## config.mk

```make
export PLATFORM = sky130hd
export DESIGN_NAME = lut_builder
export DESIGN_NICKNAME = d
export VERILOG_FILES = /design/src/rtl/lut_builder.sv
export SDC_FILE = /design/constraint.sdc
export NUM_CORES = 1
export LEC_CHECK = 0
export ABC_CLOCK_PERIOD_IN_PS = 3710
export BUFFER_PORTS_ARGS = -buffer_cell sky130_fd_sc_hd__buf_2
export CAP_MARGIN = 40
export CORE_AREA = 2 2 76 78
export DETAILED_ROUTE_END_ITERATION = 6
export DIE_AREA = 0 0 78 80
export GPL_TIMING_DRIVEN = 0
export PLACE_DENSITY = 0.86
export RECOVER_POWER = 100
export SLEW_MARGIN = 40
export SYNTH_ARGS = -nofsm -noshare
export SYNTH_HDL_FRONTEND = slang
export SYNTH_SLANG_ARGS = --single-unit
```

## constraint.sdc

```tcl
create_clock -name i_clk -period 3.71 [get_ports i_clk]
set_input_delay 0 -clock i_clk [delete_from_list [all_inputs] [get_ports i_clk]]
set_output_delay 0 -clock i_clk [all_outputs]
set_load 0.03 [all_outputs]
```

## src/rtl/lut_builder.sv

```systemverilog
// Runtime-programmable key/value table feeding a mux_key i_lut bus; writes land one cycle after handshake, one write per 2 cycles.
// Ready drops during COMMIT and while i_clr is high. Define LUT_BUILDER_OVERWRITE_EN to update matching keys in place instead of appending.
module lut_builder #(
  parameter int KEY_NUM   = 4,
  parameter int KEY_WIDTH = 4,
  parameter int VAL_WIDTH = 8
) (
  input  logic                                     i_clk,
  input  logic                                     i_rst_n,
  input  logic                                     i_clr,
  input  logic                                     i_wr_vld,
  output logic                                     o_wr_rdy,
  input  logic [KEY_WIDTH-1:0]                     i_wr_key,
  input  logic [VAL_WIDTH-1:0]                     i_wr_val,
  output logic                                     o_wr_done,
  output logic                                     o_wr_err,
  output logic [$clog2(KEY_NUM+1)-1:0]             o_cnt,
  output logic                                     o_full,
  output logic [KEY_NUM*(KEY_WIDTH+VAL_WIDTH)-1:0] o_lut
);

  localparam int EW = KEY_WIDTH + VAL_WIDTH;
  localparam int CW = $clog2(KEY_NUM + 1);

  typedef enum logic {S_IDLE, S_COMMIT} state_t;

  state_t                 r_state;
  state_t                 w_next;
  logic [EW-1:0]          r_ent [KEY_NUM];
  logic [CW-1:0]          r_cnt;
  logic [KEY_WIDTH-1:0]   r_key;
  logic [VAL_WIDTH-1:0]   r_val;
  logic [CW-1:0]          r_idx;
  logic                   r_rej;
  logic                   r_match;
  logic                   w_hs;
  logic                   w_full;
  logic                   w_commit;
  logic                   w_match;
  logic [CW-1:0]          w_match_idx;

  assign w_full = (r_cnt == CW'(KEY_NUM));
  assign w_hs   = i_wr_vld && o_wr_rdy;

  // state register
  always_ff @(posedge i_clk or negedge i_rst_n) begin
    if (!i_rst_n) r_state <= S_IDLE;
    else          r_state <= w_next;
  end

  // next-state logic
  always_comb begin
    w_next = r_state;
    if (i_clr) begin
      w_next = S_IDLE;
    end else begin
      case (r_state)
        S_IDLE:   if (i_wr_vld) w_next = S_COMMIT;
        S_COMMIT: w_next = S_IDLE;
        default:  w_next = S_IDLE;
      endcase
    end
  end

  // outputs; a clear in COMMIT aborts the pending write silently
  always_comb begin
    o_wr_rdy  = 1'b0;
    o_wr_done = 1'b0;
    o_wr_err  = 1'b0;
    w_commit  = 1'b0;
    case (r_state)
      S_IDLE:   o_wr_rdy = !i_clr;
      S_COMMIT: begin
        o_wr_done = !i_clr && !r_rej;
        o_wr_err  = !i_clr &&  r_rej;
        w_commit  = !i_clr && !r_rej;
      end
      default:  o_wr_rdy = 1'b0;
    endcase
  end

`ifdef LUT_BUILDER_OVERWRITE_EN
  // descending scan so the lowest valid matching index wins
  always_comb begin
    w_match     = 1'b0;
    w_match_idx = '0;
    for (int i = KEY_NUM - 1; i >= 0; i--) begin
      if (i < int'(r_cnt) && r_ent[i][EW-1:VAL_WIDTH] == i_wr_key) begin
        w_match     = 1'b1;
        w_match_idx = CW'(i);
      end
    end
  end
`else
  assign w_match     = 1'b0;
  assign w_match_idx = '0;
`endif

  always_ff @(posedge i_clk or negedge i_rst_n) begin
    if (!i_rst_n) begin
      r_key   <= '0;
      r_val   <= '0;
      r_idx   <= '0;
      r_rej   <= 1'b0;
      r_match <= 1'b0;
    end else if (w_hs) begin
      r_key   <= i_wr_key;
      r_val   <= i_wr_val;
      r_idx   <= w_match ? w_match_idx : r_cnt;
      r_rej   <= w_full && !w_match;
      r_match <= w_match;
    end
  end

  always_ff @(posedge i_clk or negedge i_rst_n) begin
    if (!i_rst_n) begin
      r_cnt <= '0;
      for (int i = 0; i < KEY_NUM; i++) r_ent[i] <= '0;
    end else if (i_clr) begin
      r_cnt <= '0;
      for (int i = 0; i < KEY_NUM; i++) r_ent[i] <= '0;
    end else if (w_commit) begin
      for (int i = 0; i < KEY_NUM; i++) begin
        if (i == int'(r_idx)) r_ent[i] <= {r_key, r_val};
      end
      if (!r_match) r_cnt <= r_cnt + CW'(1);
    end
  end

  assign o_cnt  = r_cnt;
  assign o_full = w_full;

  for (genvar g = 0; g < KEY_NUM; g++) begin : g_pack
    assign o_lut[g*EW +: EW] = r_ent[g];
  end

endmodule

```

==> results.cfg, run 1 <==
[final_layout]
antennaDiodeCount = 0
area_delta_synth_final_pct = 22.0
drive_above_1_share_pct = 11.2
final_cell_area_sq_um = 3630
n_fill_cell = 460
final_net_count = 343

[die]
core-area_sq_um = 5410
die_h_microns = 80
dieArea_sq_um = 6240
ios = 71
die_w_microns = 78
rows = 27
start_util_pct = 55.0

[setup_path]
crit_arrival_ns = 2.29
critPathMaxStageDelay_ns = 0.56
critPathLaunchType = flip-flop
worstReg2RegStart = r_state
required_ns = 3.97
r2r_slack_ns = 1.68
path_depth = 4
r2r-end = o_lut[29]
crit_type = reg -> reg
cp.buffers_inverters = 1
path_max_fanout = 10
crit_path_cell_trace = nor3b_1, and3b_1, clkbuf_1, mux2i_1
r2r_cells = 4
path_delay_family = simple AND/OR/NAND/NOR gates
slowest_stage = clkbuf_1
cp-end-kind = flip-flop

[detailed_routing]
vias_per_cell = 5.05
drt-wirelength-per-cell_microns = 15.7
wirelength_microns = 6330
drc = 0
ant_nets = 0
firstDrtPassIters = 4
dr.first_iter.drc_count = 107
via_count = 2030

[power_and_ir_drop]
p_per_area_nw_per_um2 = 419
peakVddDrop_mv = 0.223
p_leak_nw = 1.81

[sta]
min_period_over_period_pct = 54.8
fin_skew_ns = 0.00684
max_freq_mhz = 492
rsz0062_at_grt = false
max-slew-margin-rel_pct = -26.0
setup_viol = 0
slew_violations = 34
finalCriticalPeriod_ns = 2.03
tns_ns = 0
worst_pin_slew_ns = 1.89
finalHoldViolations = 0

[clock_network]
post_cts_buffers = 0
cts_tree = built
clk_pin_slew_worst_paths_ns = 0.07
clock_latency_ns = 0.34
root_buffer = clkbuf_8
numCtsBuffers = 9
cts_hold_buf = 13
ctsResizeCount = 0
h-tree-depth = 3
clock_path_buffers = 2
clock-sinks = 68

[yosys]
syn-mean-instance-area_sq_um = 12.9
syn_area_sq_um = 2970
synth-seq-area-share_pct = 57.2
synth_fp_nets = 248
synthTopCellsByArea = dfrtp_1, mux2i_1, nand2b_1
yosysWarnings = 0
synth_cell_types = 21
netlist.area_leader.share_pct = 57.2
yosysTopAreaCell = dfrtp_1
syn-instance-count = 230
ys_seq_elements = 68

[hold_path]
min_delay_path_depth = 4
hold_start = i_clr
min_path_type = in -> reg
whs_endpoint = o_lut[15]

[global_route]
grt_pass1_wl_microns = 10400
grt_max_degree = 36
antenna_found_initial = 0
grt_overflow = 0
grt_pass1_vias = 2097
track_usage_pct = 22.4

[placement]
numPortBuffers = 70
post_dp_cell_area_sq_um = 3440
gp_congestion = 0.758
hpwl_microns = 4470

[job]
maxCapViolCount = 1

[run_status]
violations = capacitance limit, slew limit
status = complete, but fails checks
-- Yosys cell counts --
library cell  count
buf_2             6
dfrtp_1          68
nand2b_4          1
clkbuf_1          7
and2_1            2
xor2_1            1
mux2_1            6
buf_6             1
ha_1              2
nor3b_2           1
mux2_2           10
inv_1             2
nand2b_1         60
or4_1             1
xnor2_1           1
and3b_1           1
nand3b_1          3
nand3_1           1
nand2_1           1
nor2_1            6
mux2i_1          49
-- cell usage in the layout (no fill, tap or decap), drive strengths merged --
cell type,synthesis,routed
clkbuf,7,84
dfrtp,68,68
nand2b,61,61
mux2i,49,49
mux2,16,16
buf,7,15
dlygate4sd3,0,13
nor2,6,6
nand3b,3,3
inv,2,2
ha,2,2
clkinv,0,2
and2,2,2
nand2,1,1
nor3b,1,1
and3b,1,1
nand3,1,1
xnor2,1,1
or4,1,1
xor2,1,1
-- flip-flops by register name, indices dropped and copies added (netlist names) --
name / count
o_lut: 48
r_val: 8
r_key: 4
o_cnt: 3
r_idx: 3
r_rej: 1
r_state: 1
-- how the worst max path moves through the flow --
stage | slack [ns] | from | end
2_1_floorplan | 1.80 | r_state | r_key[1]
3_3_place_gp | 2.08 | r_state | r_key[2]
3_5_place_dp | 2.03 | r_state | r_val[4]
4_1_cts | 2.02 | r_state | r_key[2]
5_1_grt | 1.51 | i_rst_n | o_lut[46]
6_report | 1.68 | r_state | o_lut[29]
-- layer usage --
metal	part of all wire, %	vias up	global-route usage (%)
met5	0	-	0
met4	2.4	0	11.1
met3	5.4	10	5.32
met2	48	60	35.3
met1	45	1008	29.3
li1	-	952	-
-- worst min-delay path: cells and delay by family --
kind,cells,cell delay [ns]
buffers and inverters,2,0.38
AND/OR/NAND/NOR,1,0.16
multiplexers,1,0.06
-- power breakdown --
part	leakage [nW]	internal (mW)	switching (mW)
Combinational	0.807	0.0770	0.115
Sequential	0.918	0.782	0.0271
Clock	0.0844	0.260	0.260
Total	1.81	1.12	0.402
-- area by class of cell --
| cell class | instances | area (sq um) | share of cell area, % |
|---|---|---|---|
| Inverter | 2 | 7.51 | 0.207 |
| Timing Repair Buffer | 84 | 430 | 11.9 |
| Tap cell | 72 | 90.1 | 2.48 |
| Clock buffer | 14 | 153 | 4.21 |
| Clock inverter | 2 | 10.0 | 0.276 |
| Multi-Input combinational cell | 146 | 1180 | 32.6 |
| Buffer | 14 | 52.6 | 1.45 |
| Sequential cell | 68 | 1700 | 46.9 |
-- through the flow --
stage	total power, mW	hold slack [ns]	utilization (%)	instances	setup WS, ns
floorplan	0.940	-0.296	-	230	1.80
global placement	1.00	0.217	63.2	372	2.08
detailed placement	1.01	-0.0278	63.6	373	2.03
CTS	1.54	0.154	69.0	402	2.02
global route	1.58	0.367	67.2	402	1.51
finish	1.52	0.300	67.2	402	1.68
-- cell families (layout without fill, tap and decap cells) --
group / after synthesis / after routing / share of synthesized area (%)
multiplexers: 65 / 65 / 22.5
buffers and inverters: 16 / 116 / 2.52
AND/OR/NAND/NOR: 77 / 77 / 16.3
XOR/XNOR: 2 / 2 / 0.589
adder cells (fa/ha/maj): 2 / 2 / 0.841
flip-flops: 68 / 68 / 57.2
No activity file was read; power rests on OpenSTA's default activity.
==> run 2: changes to the inputs <==
--- a/config.mk
+++ b/config.mk
@@ -5,14 +5,15 @@
 export SDC_FILE = /design/constraint.sdc
 export NUM_CORES = 1
 export LEC_CHECK = 0
-export ABC_CLOCK_PERIOD_IN_PS = 3710
+export ABC_AREA = 1
+export ABC_CLOCK_PERIOD_IN_PS = 1700
 export BUFFER_PORTS_ARGS = -buffer_cell sky130_fd_sc_hd__buf_2
 export CAP_MARGIN = 40
-export CORE_AREA = 2 2 76 78
+export CORE_AREA = 2 2 81 83
 export DETAILED_ROUTE_END_ITERATION = 6
-export DIE_AREA = 0 0 78 80
+export DIE_AREA = 0 0 83 85
 export GPL_TIMING_DRIVEN = 0
-export PLACE_DENSITY = 0.86
+export PLACE_DENSITY = 0.78
 export RECOVER_POWER = 100
 export SLEW_MARGIN = 40
 export SYNTH_ARGS = -nofsm -noshare
==> constraint.sdc (replaced) <==
create_clock -name i_clk -period 1.7 [get_ports i_clk]
set_input_delay 0 -clock i_clk [delete_from_list [all_inputs] [get_ports i_clk]]
set_output_delay 0 -clock i_clk [all_outputs]
set_load 0.03 [all_outputs]
==> run 2 against run 1 <==
Effect of this change:
- the flow now finishes without violations
- synthesized cell count increased by 42%
- final area decreased by 2.2%
- largest cell class unchanged
- clock skew increased by 0.0022 ns
- critical endpoint is now o_full
==> results.cfg, run 2 <==
[global_route]
grt_overflow = 0
grt_max_degree = 43
antenna_found_initial = 0
track_usage_pct = 22.1
grt_pass1_wl_microns = 11800
grt_pass1_vias = 2347

[detailed_routing]
wirelength_microns = 7430
ant_nets = 0
vias_per_cell = 5.11
dr.first_iter.drc_count = 226
drc = 0
via_count = 2561
firstDrtPassIters = 5
drt-wirelength-per-cell_microns = 14.8

[yosys]
synthArstFlopShare_pct = 100
syn-instance-count = 327
synth_simple_gate_area_share_pct = 29.8
yosysWarnings = 0
netlist.area_leader.share_pct = 59.8
synth_xor_area_share_pct = 0
yosys-top-cells-count = nand2_1, nand3_1, dfrtp_1, inv_1, nor2_1
synth-seq-area-share_pct = 59.8
synth_cell_types = 17
syn-mean-instance-area_sq_um = 8.70
syn_area_sq_um = 2850
synth_top_family_by_area = simple AND/OR/NAND/NOR gates
synth.most_common_cell = nand2_1
synth-main-ff-cell = dfrtp_1
yosysTopAreaCell = dfrtp_1
synth_edf_count = 0
ys_seq_elements = 68
synthMuxAreaShare_pct = 0
synth_fp_nets = 345
synth_fa_ha_area_share_pct = 0.879
synth_compound_area_share_pct = 3.16
synthTopCellsByArea = dfrtp_1, nand2_1, nand3_1

[clock_network]
root_buffer = clkbuf_8
h-tree-depth = 3
cts_hold_buf = 13
cts_tree = built
clk_pin_slew_worst_paths_ns = 0.06
ctsResizeCount = 0
clock-sinks = 68
post_cts_buffers = 0
clock_path_buffers = 2
numCtsBuffers = 9
clock_latency_ns = 0.35

[final_layout]
final_net_count = 439
multi_input_area_sq_um = 960
area_delta_synth_final_pct = 24.7
n_fill_cell = 574
layout_commonest_cell = nand2_1
final_cell_area_sq_um = 3550
final_util_pct = 57.2
largest_reg_flops = 48
antennaDiodeCount = 0
seq_area_sq_um = 1700
drive_above_1_share_pct = 10.4
layout_common_cells = nand2_1, nand3_1, dfrtp_1

[placement]
hpwl_microns = 5020
post_dp_cell_area_sq_um = 3310
gp_congestion = 0.822
numPortBuffers = 69

[power_and_ir_drop]
p_leak_nw = 1.88
p_per_area_nw_per_um2 = 989
peakVddDrop_mv = 0.569

[sta]
max-slew-margin-rel_pct = 28.2
rsz0062_at_grt = false
finalHoldViolations = 0
min_period_over_period_pct = 84.5
tns_ns = 0
holdWs_ns = 0.112
fin_skew_ns = 0.00903
setup_viol = 0
slew_violations = 0
max_freq_mhz = 696
finalCriticalPeriod_ns = 1.44
worst_pin_slew_ns = 1.08

[setup_path]
critPathMaxStageDelay_ns = 0.39
critPathLaunchType = flip-flop
path_delay_family = buffers and inverters
cpMostUsedCell = inv_1
r2r_cells = 5
r2r-end = o_cnt[2]
crit_type = reg -> out
slowest_stage = dfrtp_1
required_ns = 1.70
crit_path_cell_trace = inv_1, ha_1, nand2_1, inv_1, clkbuf_1
worstReg2RegStart = r_rej
crit_arrival_ns = 1.44
cp-end-kind = output port
path_max_fanout = 4
r2r_slack_ns = 0.27
cp.buffers_inverters = 3

[die]
rows = 29
die_w_microns = 83
die_h_microns = 85
dieArea_sq_um = 7060
core-area_sq_um = 6200
start_util_pct = 45.9
ios = 71

[hold_path]
min_delay_path_depth = 4
whs_endpoint = r_rej
hold_start = i_wr_vld
min_path_type = in -> reg

[job]
maxCapViolCount = 0

[run_status]
status = finished clean
[run 2: cell types whose count changed in the layout (fill, tap and decap cells not counted), moves of 10 or more]
cell      previous run  this run
nand2_1              1       105
nand3_1              1        71
nand2b_1            61         0
mux2i_1             49         0
inv_1                2        21
o21ai_0              0        15
clkbuf_1            74        60
nor2_1               6        18
mux2_2              10         0
[run 2: worst min-delay path: stages]
cell,delay [ns]
buf_2,0.07
nand2_1,0.16
nand2_1,0.10
o21ai_0,0.07
[run 2: worst max-delay path by stage]
stage | from | end | slack (ns) | depth (start not counted)
3_5_place_dp | r_rej | o_lut[28] | 0.32 | 5
3_3_place_gp | r_rej | o_lut[28] | 0.35 | 5
5_1_grt | r_state | r_val[3] | 0.10 | 5
6_report | o_cnt[0] | o_full | 0.26 | 5
2_1_floorplan | r_state | r_key[0] | 0.34 | 5
4_1_cts | r_rej | o_wr_done | 0.27 | 4
[run 2: stage by stage]
step,setup WS (ns),power (mW),instances
floorplan,0.340,2.04,327
global placement,0.354,2.21,473
detailed placement,0.321,2.23,474
CTS,0.271,3.55,501
global route,0.104,3.66,501
finish,0.264,3.51,501
[run 2: cells by family (layout without fill, tap and decap cells)]
logic type	count (synthesis)	after routing
AO/OA/AOI/OAI	18	18
adder cells (fa/ha/maj)	2	2
buffers and inverters	42	139
flip-flops	68	68
AND/OR/NAND/NOR	197	197
[run 2: layout make-up]
type                    instances  area share, %
well taps                      77           2.72
multi-input cells             217           27.0
flip-flops and latches         68           48.0
clock buffers                  12           4.37
clock inverters                 2          0.987
inverters                      24           2.54
repair buffers                 83           12.1
plain buffers                  18           2.33
[run 2: routing by layer]
layer	wire, microns	global-route usage [%]	vias to the layer above
met5	0	0	-
met4	162	8.94	0
met3	545	6.13	13
met2	3400	32.8	110
met1	3320	31.0	1211
li1	-	-	1227
[run 2: report_power, final]
part / internal [mW] / leakage (nW) / switching (mW) / total [mW]
Sequential: 1.71 / 0.921 / 0.0433 / 1.75
Clock: 0.739 / 0.0983 / 0.567 / 1.31
Combinational: 0.117 / 0.859 / 0.339 / 0.456
Total: 2.56 / 1.88 / 0.949 / 3.51
